File: src/rtl/cond_issue_controller_pkg.sv
// Shared CPU definitions: ARM condition codes, NZCV bit positions and controller widths.
package cond_issue_controller_pkg;

  localparam int unsigned COND_W = 4;
  localparam int unsigned NZCV_W = 4;
  localparam int unsigned PEND_W = 3;

  localparam logic [COND_W-1:0] COND_EQ     = 4'b0000;
  localparam logic [COND_W-1:0] COND_NE     = 4'b0001;
  localparam logic [COND_W-1:0] COND_CS     = 4'b0010;
  localparam logic [COND_W-1:0] COND_CC     = 4'b0011;
  localparam logic [COND_W-1:0] COND_MI     = 4'b0100;
  localparam logic [COND_W-1:0] COND_PL     = 4'b0101;
  localparam logic [COND_W-1:0] COND_VS     = 4'b0110;
  localparam logic [COND_W-1:0] COND_VC     = 4'b0111;
  localparam logic [COND_W-1:0] COND_HI     = 4'b1000;
  localparam logic [COND_W-1:0] COND_LS     = 4'b1001;
  localparam logic [COND_W-1:0] COND_GE     = 4'b1010;
  localparam logic [COND_W-1:0] COND_LT     = 4'b1011;
  localparam logic [COND_W-1:0] COND_GT     = 4'b1100;
  localparam logic [COND_W-1:0] COND_LE     = 4'b1101;
  localparam logic [COND_W-1:0] COND_AL     = 4'b1110;
  localparam logic [COND_W-1:0] COND_UNPRED = 4'b1111;

  localparam int unsigned NZCV_N = 3;
  localparam int unsigned NZCV_Z = 2;
  localparam int unsigned NZCV_C = 1;
  localparam int unsigned NZCV_V = 0;

endpackage

File: src/rtl/cond_issue_controller_evaluator.sv
// Conditional evaluator: decides whether an ARM condition field passes for a given NZCV value.
module conditional_evaluator
  import cond_issue_controller_pkg::*;
(
  input  logic [NZCV_W-1:0] flags,
  input  logic [COND_W-1:0] cond,
  output logic              pass_c
);

  logic n, z, c, v;

  assign n = flags[NZCV_N];
  assign z = flags[NZCV_Z];
  assign c = flags[NZCV_C];
  assign v = flags[NZCV_V];

  // Unpredictable encoding never executes.
  always_comb begin
    pass_c = 1'b0;
    case (cond)
      COND_EQ: pass_c = z;
      COND_NE: pass_c = ~z;
      COND_CS: pass_c = c;
      COND_CC: pass_c = ~c;
      COND_MI: pass_c = n;
      COND_PL: pass_c = ~n;
      COND_VS: pass_c = v;
      COND_VC: pass_c = ~v;
      COND_HI: pass_c = c & ~z;
      COND_LS: pass_c = ~c | z;
      COND_GE: pass_c = (n == v);
      COND_LT: pass_c = (n != v);
      COND_GT: pass_c = ~z & (n == v);
      COND_LE: pass_c = z | (n != v);
      COND_AL: pass_c = 1'b1;
      default: pass_c = 1'b0;
    endcase
  end

endmodule

File: src/rtl/cond_issue_controller.sv
// Issue-stage conditional execution controller: owns NZCV, interlocks on pending flag
// writers and hands a registered execute/squash decision to the execute stage.
module cond_issue_controller
  import cond_issue_controller_pkg::*;
#(
  parameter int unsigned MAX_PENDING = 2,
  parameter int unsigned TAG_W       = 4
) (
  input  logic              in_clk,
  input  logic              in_rst,
  input  logic              in_issue_valid,
  input  logic [COND_W-1:0] in_issue_cond,
  input  logic              in_issue_sets_flags,
  input  logic [TAG_W-1:0]  in_issue_tag,
  output logic              out_issue_ready,
  input  logic              in_flags_valid,
  input  logic [NZCV_W-1:0] in_flags_nzcv,
  output logic              out_exec_valid,
  output logic              out_exec_en,
  output logic [TAG_W-1:0]  out_exec_tag,
  input  logic              in_exec_ready,
  output logic [NZCV_W-1:0] out_cpsr,
  output logic [PEND_W-1:0] out_pending,
  output logic              out_wb_error
);

  localparam logic [PEND_W-1:0] MAX_P = PEND_W'(MAX_PENDING);

  logic [PEND_W-1:0] pending;
  logic [NZCV_W-1:0] cpsr;
  logic [NZCV_W-1:0] eff_flags;
  logic              cond_pass;
  logic              wb_ok;
  logic              hazard;
  logic              cap_stall;
  logic              slot_free;
  logic              accept;
  logic              pend_inc;

  conditional_evaluator u_eval (
    .flags  (eff_flags),
    .cond   (in_issue_cond),
    .pass_c (cond_pass)
  );

  // Issue gating; the last outstanding writer's flags are forwarded in its writeback cycle.
  always_comb begin
    wb_ok     = in_flags_valid && (pending != '0);
    eff_flags = (in_flags_valid && (pending == PEND_W'(1))) ? in_flags_nzcv : cpsr;
    hazard    = (in_issue_cond != COND_AL) &&
                ((pending > PEND_W'(1)) || ((pending == PEND_W'(1)) && !in_flags_valid));
    cap_stall = in_issue_sets_flags && (pending == MAX_P) && !in_flags_valid;
    slot_free = !out_exec_valid || in_exec_ready;
    out_issue_ready = slot_free && !hazard && !cap_stall;
    accept    = in_issue_valid && out_issue_ready;
    // Failed-condition flag setters never write NZCV, so they are not tracked.
    pend_inc  = accept && in_issue_sets_flags && cond_pass;
  end

  always_ff @(posedge in_clk) begin
    if (in_rst) begin
      cpsr           <= '0;
      pending        <= '0;
      out_exec_valid <= 1'b0;
      out_exec_en    <= 1'b0;
      out_exec_tag   <= '0;
      out_wb_error   <= 1'b0;
    end else begin
      if (wb_ok) begin
        cpsr <= in_flags_nzcv;
      end else if (in_flags_valid) begin
        out_wb_error <= 1'b1;
      end

      case ({pend_inc, wb_ok})
        2'b10:   pending <= pending + PEND_W'(1);
        2'b01:   pending <= pending - PEND_W'(1);
        default: pending <= pending;
      endcase

      // Decision fields only move on accept, which requires a free slot.
      if (accept) begin
        out_exec_valid <= 1'b1;
        out_exec_en    <= cond_pass;
        out_exec_tag   <= in_issue_tag;
      end else if (in_exec_ready) begin
        out_exec_valid <= 1'b0;
      end
    end
  end

  assign out_cpsr    = cpsr;
  assign out_pending = pending;

endmodule

File: config.mk
export PLATFORM = sky130hd
export DESIGN_NAME = cond_issue_controller
export DESIGN_NICKNAME = d
export VERILOG_FILES = /design/src/rtl/cond_issue_controller_pkg.sv /design/src/rtl/cond_issue_controller_evaluator.sv /design/src/rtl/cond_issue_controller.sv
export SDC_FILE = /design/constraint.sdc
export NUM_CORES = 1
export LEC_CHECK = 0
export BUFFER_PORTS_ARGS = -buffer_cell sky130_fd_sc_hd__buf_2
export CAP_MARGIN = 20
export CORE_UTILIZATION = 49
export CTS_CLUSTER_DIAMETER = 100
export DETAILED_ROUTE_END_ITERATION = 10
export PLACE_DENSITY = 0.81
export RECOVER_POWER = 25
export SYNTH_ARGS = -nofsm -noshare
export SYNTH_HDL_FRONTEND = slang
export SYNTH_HIERARCHICAL = 1
export SYNTH_SLANG_ARGS = --single-unit
File: constraint.sdc
create_clock -name in_clk -period 3.8 [get_ports in_clk]
set_input_delay 0.38 -clock in_clk [delete_from_list [all_inputs] [get_ports in_clk]]
set_output_delay 0.38 -clock in_clk [all_outputs]
set_load 0.02 [all_outputs]
==> flow_summary.json, run 1 <==
{
  "outcome": "finished clean",
  "port_buffers": 32,
  "cts_hold_buf": 0,
  "cp-start-kind": "flip-flop",
  "drc_errors": 0,
  "cts_resized": 0,
  "antenna_found_initial": 0,
  "crit_slowest_cell": "mux2_2",
  "crit_end": "out_pending[2]",
  "dp.cells": 159,
  "core_area_um2": 1783,
  "setup_viol": 0,
  "grt_pass1_vias": 775,
  "synth-main-ff-cell": "dfxtp_1",
  "die_h_um": 46.14,
  "max_freq_mhz": 311.2,
  "startpoint": "out_pending[1]",
  "dpl.hpwl_um": 1547,
  "cts.sinks": 14,
  "r2r-end": "out_pending[2]",
  "syn_area_per_cell_um2": 8.922,
  "yosysSeqAreaShare": 0.2936,
  "root_buffer": "clkbuf_4",
  "yosys_register_bits": 14,
  "die_w_um": 46.14,
  "layout_common_cells": "buf_2 (26), dfxtp_1 (14), nand2b_1 (12)",
  "fillers": 152,
  "layout.nets": 163,
  "synth_top_area_share": 0.2936,
  "fin_skew_ns": 0.006018,
  "insertion_delay_ns": 0.28,
  "clkTransAtPathRegs_ns": 0.09,
  "grt_use_total": 0.2145,
  "grt-ovfl-total": 0,
  "maxCapViolCount": 0,
  "die_area_um2": 2129,
  "required_ns": 4.02,
  "slew_violations": 0,
  "firstDrtPassIters": 4,
  "antenna_cells": 0,
  "worst-path-max-fanout": 5,
  "cp_num_buf_inv": 1,
  "cp.depth": 12,
  "critPathMaxStageDelay_ns": 0.44,
  "htreeDepth": 1,
  "timing.setup.tns_ns": 0,
  "numCtsBuffers": 3,
  "slew_headroom": 0.6102,
  "peakVddDrop_mv": 0.3925,
  "synth_area_um2": 954.7,
  "drt_iter0_drc": 10,
  "ant_nets": 0,
  "place.gp.congestion": 0.8085,
  "synth_area_leader_cell": "dfxtp_1",
  "yosysUniqueCellTypes": 38,
  "critPathKind": "reg2reg",
  "rows": 15,
  "final_common_cell": "buf_2",
  "cpLargestDelayFamily": "compound AO/OA/AOI/OAI gates",
  "leakagePower_uw": 0.0005478,
  "reg2reg_slack_ns": 0.59,
  "cts_tree": "done",
  "vias_per_cell": 5.202,
  "vias": 848,
  "avgRoutedWirePerCell_um": 12.51,
  "synth_cells": 107,
  "async_flop_share": 0,
  "cts_buffer_depth": 2,
  "yosysWarnings": 6,
  "p_total_uw": 712.2,
  "netlist_top_cells_area": "dfxtp_1 (29%), mux2i_1 (10%), ha_1 (7.9%), nand2b_1 (7.9%), mux2_2 (4.7%)",
  "worst_pin_slew_ns": 0.5809,
  "reg2reg_depth": 12,
  "area_delta_synth_final_pct": 20.18,
  "cts_setup_buffers": 0,
  "rsz0062_at_grt": "false",
  "synth_edf_count": 0,
  "grt_max_degree": 20,
  "worstSetupEndpointType": "flip-flop",
  "drt-total-wl_um": 2039,
  "fin_crit_ns": 3.213,
  "powerDensity_nw_per_um2": 620.7,
  "r2r_start": "out_pending[1]",
  "drive_gt1_frac": 0.2754,
  "initial_utilization": 0.5354,
  "hold_violations": 0,
  "min_path_type": "in2reg",
  "syn-num-nets": 131,
  "stdcell_count": 163,
  "fin_crit_sh": 0.8455,
  "grt_pass1_wl_um": 3243,
  "critPathArrivalTime_ns": 3.44,
  "path_cells": "inv_1 > ha_1 > nand3b_1 > mux2_2 > xnor2_2 > o22ai_1 > a211o_1 > a211o_1 > nand3_1 > ha_1 > or3_1 > a21oi_1",
  "pin_count": 33
}
[worst min-delay path by stage]
stage,start,cells past startpoint,slack (ns),to
final,in_issue_tag[3],3,0.35,out_exec_tag[3]
after global routing,in_flags_nzcv[3],3,0.36,out_cpsr[3]
after CTS,in_issue_tag[3],3,0.34,out_exec_tag[3]
after detailed placement,out_exec_tag[0],2,0.47,out_exec_tag[0]
after global placement,out_wb_error,2,0.45,out_wb_error
after floorplan,in_flags_nzcv[0],2,0.52,out_cpsr[0]
[worst min-delay path, stage by stage]
cell and delay, ns:
buf_2 0.09, nand2b_1 0.06, mux2i_1 0.06
[power by group]
part / internal [µW] / switching (µW)
registers: 185 / 30.0
logic: 167 / 220
clock network: 58.3 / 50.9
[per-layer routing]
| layer | wire length (µm) | up-vias | part of all wire | track usage |
|---|---|---|---|---|
| li1 | - | 439 | - | - |
| met1 | 987 | 391 | 0.48 | 0.2776 |
| met2 | 960 | 14 | 0.47 | 0.3408 |
| met3 | 64 | 4 | 0.031 | 0.03922 |
| met4 | 26 | 0 | 0.013 | 0.1000 |
| met5 | 0 | - | 0 | 0 |
[Yosys cell counts, drive strengths merged (2+ instances only)]
master,instances
inv,5
a211o,2
buf,2
ha,6
o21ai,2
nor3,2
nand2b,12
o211ai,2
mux2,5
mux2i,10
a21oi,4
nor2b,2
clkbuf,3
dfxtp,14
nor2,11
a31oi,3
nand2,2
nand3,2
xor2,3
[final cells by class]
| cell class | instances | area, µm² | share of cell area |
|---|---|---|---|
| well taps | 25 | 31.28 | 0.02726 |
| clock buffers | 4 | 36.28 | 0.03162 |
| multi-input cells | 83 | 628.1 | 0.5474 |
| inverters | 5 | 18.77 | 0.01636 |
| flip-flops and latches | 14 | 280.3 | 0.2443 |
| repair buffers | 32 | 152.6 | 0.1330 |
[metrics by stage]
stage	area (µm²)	hold slack, ns	worst slack (ns)	utilization
3_3_place_gp	1119	0.4526	0.7376	0.6274
5_1_grt	1147	0.3636	0.3430	0.6435
3_5_place_dp	1119	0.4660	0.6020	0.6274
6_report	1147	0.3485	0.5870	0.6435
4_1_cts	1155	0.3427	0.5776	0.6477
2_1_floorplan	954.7	0.5239	0.6651	-
[flip-flops by register name, indices dropped and copies added (netlist names)]
| signal | flops |
|---|---|
| out_cpsr | 4 |
| out_pending | 3 |
| out_exec_tag | 4 |
| out_wb_error | 1 |
| out_exec_en | 1 |
| out_exec_valid | 1 |
[cells by family (layout without fill, tap and decap cells)]
| family | count (synthesis) | count (layout) | synth area share |
|---|---|---|---|
| XOR/XNOR | 4 | 4 | 0.04457 |
| buffers and inverters | 10 | 41 | 0.04849 |
| multiplexers | 15 | 15 | 0.1678 |
| AND/OR/NAND/NOR | 40 | 40 | 0.2425 |
| AO/OA/AOI/OAI | 18 | 18 | 0.1245 |
| adder cells (fa/ha/maj) | 6 | 6 | 0.07863 |
| flip-flops | 14 | 14 | 0.2936 |
Power figures use the tool's default switching activity.
==> run 2: changes to the inputs <==
--- a/config.mk
+++ b/config.mk
@@ -5,6 +5,7 @@
 export SDC_FILE = /design/constraint.sdc
 export NUM_CORES = 1
 export LEC_CHECK = 0
+export ABC_AREA = 1
 export BUFFER_PORTS_ARGS = -buffer_cell sky130_fd_sc_hd__buf_2
 export CAP_MARGIN = 20
 export CORE_UTILIZATION = 49
==> constraint.sdc (replaced) <==
create_clock -name in_clk -period 3.2 [get_ports in_clk]
set_input_delay 0.32 -clock in_clk [delete_from_list [all_inputs] [get_ports in_clk]]
set_output_delay 0.32 -clock in_clk [all_outputs]
set_load 0.02 [all_outputs]
==> flow_summary.json, run 2 <==
{
  "antenna_cells": 0,
  "max_freq_mhz": 341.1,
  "path_cells": "inv_1 > ha_1 > nand3_4 > o21ai_0 > inv_1 > nand2_1 > nand3_1 > nand2_1 > nand2_1 > nand2_1 > nor2_1 > nand2_1 > nand4_1 > ha_1 > nor2_1 > o21ai_0 > o21ai_0 > a21oi_1",
  "vias_per_cell": 4.855,
  "regArea_um2": 280.3,
  "peakVddDrop_mv": 0.5068,
  "slew_headroom": 0.6888,
  "insertion_delay_ns": 0.29,
  "powerDensity_nw_per_um2": 863.9,
  "timing.setup.tns_ns": 0,
  "cts_buffer_depth": 2,
  "grt_max_degree": 11,
  "syn_area_per_cell_um2": 6.295,
  "grt_use_total": 0.2360,
  "htreeDepth": 1,
  "syn-num-nets": 183,
  "avgRoutedWirePerCell_um": 10.62,
  "layout.nets": 220,
  "synth_area_um2": 1001,
  "die_area_um2": 2227,
  "drt_iter0_drc": 22,
  "cts_hold_buf": 0,
  "die_h_um": 47.20,
  "placed_cell_area_um2": 1192,
  "place.gp.congestion": 1.006,
  "layout_common_cells": "nand2_1 (39), inv_1 (26), buf_2 (25)",
  "port_buffers": 32,
  "multi_input_area_um2": 611.8,
  "drc_errors": 0,
  "synth_area_leader_cell": "dfxtp_1",
  "setup_viol": 0,
  "grt-ovfl-total": 0,
  "cts_setup_buffers": 0,
  "whs_ns": 0.2560,
  "firstDrtPassIters": 4,
  "leakagePower_uw": 0.0006488,
  "final_util": 0.6701,
  "netlist_top_cells_area": "dfxtp_1 (28%), nand2_1 (15%), inv_1 (9.7%), nor2_1 (9.0%), ha_1 (7.5%)",
  "outcome": "finished clean",
  "cp-start-kind": "flip-flop",
  "area_delta_synth_final_pct": 21.88,
  "initial_utilization": 0.5498,
  "stdcell_area_um2": 1220,
  "maxCapViolCount": 0,
  "ant_nets": 0,
  "die_w_um": 47.20,
  "core_area_um2": 1821,
  "yosysSeqAreaShare": 0.2800,
  "rows": 15,
  "drive_gt1_frac": 0.1949,
  "critPathKind": "reg2reg",
  "rsz0062_at_grt": "false",
  "cpMostUsedCell": "nand2_1",
  "worst_pin_slew_ns": 0.4619,
  "synth-main-ff-cell": "dfxtp_1",
  "antenna_found_initial": 0,
  "slew_violations": 0,
  "root_buffer": "clkbuf_4",
  "fin_crit_sh": 0.9162,
  "cts_tree": "done",
  "fillers": 180,
  "worstSetupEndpointType": "flip-flop",
  "layout_setup_ws_ns": 0.2681,
  "synth_common_cells": "nand2_1 (39), inv_1 (26), nor2_1 (24)",
  "critPathArrivalTime_ns": 3.11,
  "dpl.hpwl_um": 1864,
  "pin_count": 33,
  "crit_slowest_cell": "o21ai_0",
  "async_flop_share": 0,
  "yosysWarnings": 6,
  "vias": 1068,
  "synth_edf_count": 0,
  "drt-total-wl_um": 2337,
  "required_ns": 3.38,
  "critPathMaxStageDelay_ns": 0.41,
  "worst-path-max-fanout": 9,
  "numCtsBuffers": 3,
  "final_common_cell": "nand2_1",
  "min_path_type": "in2reg",
  "clkTransAtPathRegs_ns": 0.09,
  "yosys_register_bits": 14,
  "synth_cells": 159,
  "grt_pass1_wl_um": 3760,
  "yosysMostFrequentCell": "nand2_1",
  "yosysUniqueCellTypes": 21,
  "hold_violations": 0,
  "grt_pass1_vias": 934,
  "synth_top_area_share": 0.2800,
  "cts_resized": 0,
  "cts.sinks": 14,
  "fin_skew_ns": 0.004078,
  "post-place-ws_ns": 0.3497,
  "fin_crit_ns": 2.932
}
## run 2: cell families after synthesis
family                   count (synthesis)  share of synthesized area
adder cells (fa/ha/maj)                  6                    0.07500
AND/OR/NAND/NOR                         84                     0.3813
flip-flops                              14                     0.2800
XOR/XNOR                                 2                    0.01750
AO/OA/AOI/OAI                           24                     0.1375
buffers and inverters                   29                     0.1087
## run 2: path summary, 6_finish.rpt
| kind | from | endpoint | slack, ns | cells past startpoint |
|---|---|---|---|---|
| hold reg to reg | out_wb_error | out_wb_error | 0.46 | 2 |
| hold / removal | in_issue_tag[1] | out_exec_tag[1] | 0.26 | 3 |
| setup reg to reg | out_pending[1] | out_pending[2] | 0.27 | 18 |
| setup / recovery | out_pending[1] | out_pending[2] | 0.27 | 18 |
## run 2: power breakdown
| group | switching [µW] | internal [µW] | total [µW] |
|---|---|---|---|
| combinational | 417 | 222 | 639 |
| clock | 63.8 | 69.3 | 133 |
| sequential | 45.5 | 237 | 282 |
## run 2: critical path, delay by kind of cell, from the launching register on
family,cells,cell delay (ns)
buffers and inverters,2,0.27
adders and majority gates,2,0.58
and+or+nand+nor,10,0.84
AOI/OAI and AO/OA,4,0.79
DFF,1,0.35
## run 2: area by class of cell
class | instances | area share
multi-input cells | 116 | 0.5015
flip-flops and latches | 14 | 0.2297
well taps | 25 | 0.02564
repair buffers | 32 | 0.1241
inverters | 29 | 0.08923
clock buffers | 4 | 0.02974
## run 2: routing by layer
layer / track usage / wire length, µm
met1: 0.3005 / 1156
met2: 0.4083 / 1045
met3: 0.03462 / 113
met4: 0.07429 / 21
met5: 0 / 0
## run 2: metrics by stage
step	std cells	total power [µW]
5_1_grt	220	1155
3_5_place_dp	216	928.7
2_1_floorplan	159	760.4
6_report	220	1054
4_1_cts	220	1064
3_3_place_gp	216	907.6
==> run 3: changes to the inputs <==
--- a/config.mk
+++ b/config.mk
@@ -6,12 +6,14 @@
 export NUM_CORES = 1
 export LEC_CHECK = 0
 export ABC_AREA = 1
-export BUFFER_PORTS_ARGS = -buffer_cell sky130_fd_sc_hd__buf_2
 export CAP_MARGIN = 20
-export CORE_UTILIZATION = 49
+export CELL_PAD_IN_SITES_DETAIL_PLACEMENT = 1
+export CELL_PAD_IN_SITES_GLOBAL_PLACEMENT = 2
+export CORE_UTILIZATION = 31
 export CTS_CLUSTER_DIAMETER = 100
 export DETAILED_ROUTE_END_ITERATION = 10
-export PLACE_DENSITY = 0.81
+export DONT_BUFFER_PORTS = 1
+export PLACE_DENSITY = 0.79
 export RECOVER_POWER = 25
 export SYNTH_ARGS = -nofsm -noshare
 export SYNTH_HDL_FRONTEND = slang
==> flow_summary.json, run 3 (synthesis results as in run 2) <==
{
  "outcome": "finished clean",
  "cts_resized": 0,
  "die_area_um2": 3460,
  "drive_gt1_frac": 0.09091,
  "crit_end": "out_pending[2]",
  "cts_buffer_depth": 2,
  "final_util": 0.3627,
  "timing.setup.tns_ns": 0,
  "grt_pass1_wl_um": 4360,
  "cp-start-kind": "flip-flop",
  "multi_input_area_um2": 611.8,
  "layout_common_cells": "nand2_1 (39), inv_1 (26), nor2_1 (24)",
  "cts.sinks": 14,
  "drc_errors": 0,
  "worst_pin_slew_ns": 0.3974,
  "worstSetupEndpointType": "flip-flop",
  "layout.nets": 190,
  "port_buffers": 0,
  "drt-total-wl_um": 2549,
  "layout_setup_ws_ns": 0.3090,
  "maxCapViolCount": 0,
  "path_cells": "inv_1 > ha_1 > nand3_4 > nand2_1 > o21ai_1 > inv_1 > nand2_1 > nand3_1 > nand2_1 > nand2_1 > nand2_1 > nor2_1 > nand2_1 > nand4_1 > ha_1 > nor2_1 > o21ai_0 > o21ai_0 > a21oi_1",
  "grt_use_total": 0.1651,
  "grt-ovfl-total": 0,
  "fin_skew_ns": 0.007057,
  "clkTransAtPathRegs_ns": 0.08,
  "cts_hold_buf": 0,
  "slew_violations": 0,
  "core_area_um2": 3053,
  "fillers": 421,
  "reg2reg_depth": 19,
  "slew_headroom": 0.7322,
  "vias_per_cell": 4.617,
  "worst-path-max-fanout": 9,
  "vias": 965,
  "post-place-ws_ns": 0.2522,
  "p_total_uw": 1014,
  "insertion_delay_ns": 0.29,
  "root_buffer": "clkbuf_4",
  "crit_slowest_cell": "dfxtp_1",
  "dpl.hpwl_um": 2130,
  "pin_count": 33,
  "initial_utilization": 0.3279,
  "peakVddDrop_mv": 0.3661,
  "grt_pass1_vias": 972,
  "avgRoutedWirePerCell_um": 12.20,
  "r2r_start": "out_pending[1]",
  "r2r-end": "out_pending[2]",
  "regArea_um2": 280.3,
  "min_from": "in_rst",
  "grt_max_degree": 11,
  "setup_viol": 0,
  "antenna_found_initial": 0,
  "cts_tree": "done",
  "area_delta_synth_final_pct": 10.62,
  "hold_violations": 0,
  "max_freq_mhz": 345.9,
  "critPathArrivalTime_ns": 3.06,
  "numCtsBuffers": 3,
  "cpMostUsedCell": "nand2_1",
  "drt_iter0_drc": 39,
  "cts_setup_buffers": 0,
  "rsz0062_at_grt": "false",
  "antenna_cells": 0,
  "reg2reg_slack_ns": 0.31,
  "final_common_cell": "nand2_1",
  "min_path_type": "in2reg",
  "powerDensity_nw_per_um2": 915.8,
  "critPathKind": "reg2reg",
  "required_ns": 3.37,
  "startpoint": "out_pending[1]",
  "ant_nets": 0,
  "leakagePower_uw": 0.0005436,
  "place.gp.congestion": 0.7997,
  "critPathMaxStageDelay_ns": 0.52,
  "firstDrtPassIters": 4,
  "die_w_um": 58.83,
  "fin_crit_sh": 0.9034,
  "rows": 20,
  "fin_crit_ns": 2.891,
  "die_h_um": 58.83,
  "htreeDepth": 1
}
-- run 3: critical path, delay by kind of cell, from the launching register on --
kind                     cells  cell delay [ns]
buffers and inverters        2             0.28
AO/OA/AOI/OAI                4             0.51
adder cells (fa/ha/maj)      2             0.61
AND/OR/NAND/NOR             11             0.89
flip-flops                   1             0.52
-- run 3: per-layer routing --
metal  share of wire  wire [µm]  vias to the layer above  track usage
met3           0.058        148                        2      0.06593
met5               0          0                        -            0
met1            0.45       1153                      431       0.2011
met4          0.0027          7                        0      0.03061
li1                -          -                      512            -
met2            0.49       1240                       20       0.2760
-- run 3: area by class of cell --
class                           count  area share
Inverter                           29     0.09830
Timing Repair Buffer                2     0.01356
Tap cell                           44     0.04972
Clock buffer                        4     0.03277
Sequential cell                    14      0.2531
Multi-Input combinational cell    116      0.5525
-- run 3: worst min-delay path by stage --
| stage | endpoint | cells past startpoint |
|---|---|---|
| after floorplan | out_exec_en | 1 |
| after global routing | out_wb_error | 1 |
| after detailed placement | out_exec_en | 1 |
| final | out_wb_error | 1 |
| after CTS | out_exec_en | 1 |
| after global placement | out_exec_valid | 1 |
-- run 3: where the power goes --
group	internal (µW)	leakage, µW	switching [µW]
Sequential	237	0.000115	114
Combinational	192	0.000407	342
Clock	69.3	0.0000210	59.9
-- run 3: metrics by stage --
step                      instance area, µm²  std cells  hold WS (ns)
after global placement                  1071        205        0.3906
after CTS                               1107        209       0.08454
after global routing                    1107        209       0.06974
after detailed placement                1071        205        0.3924
after floorplan                         1001        159        0.3891
final                                   1107        209       0.09446
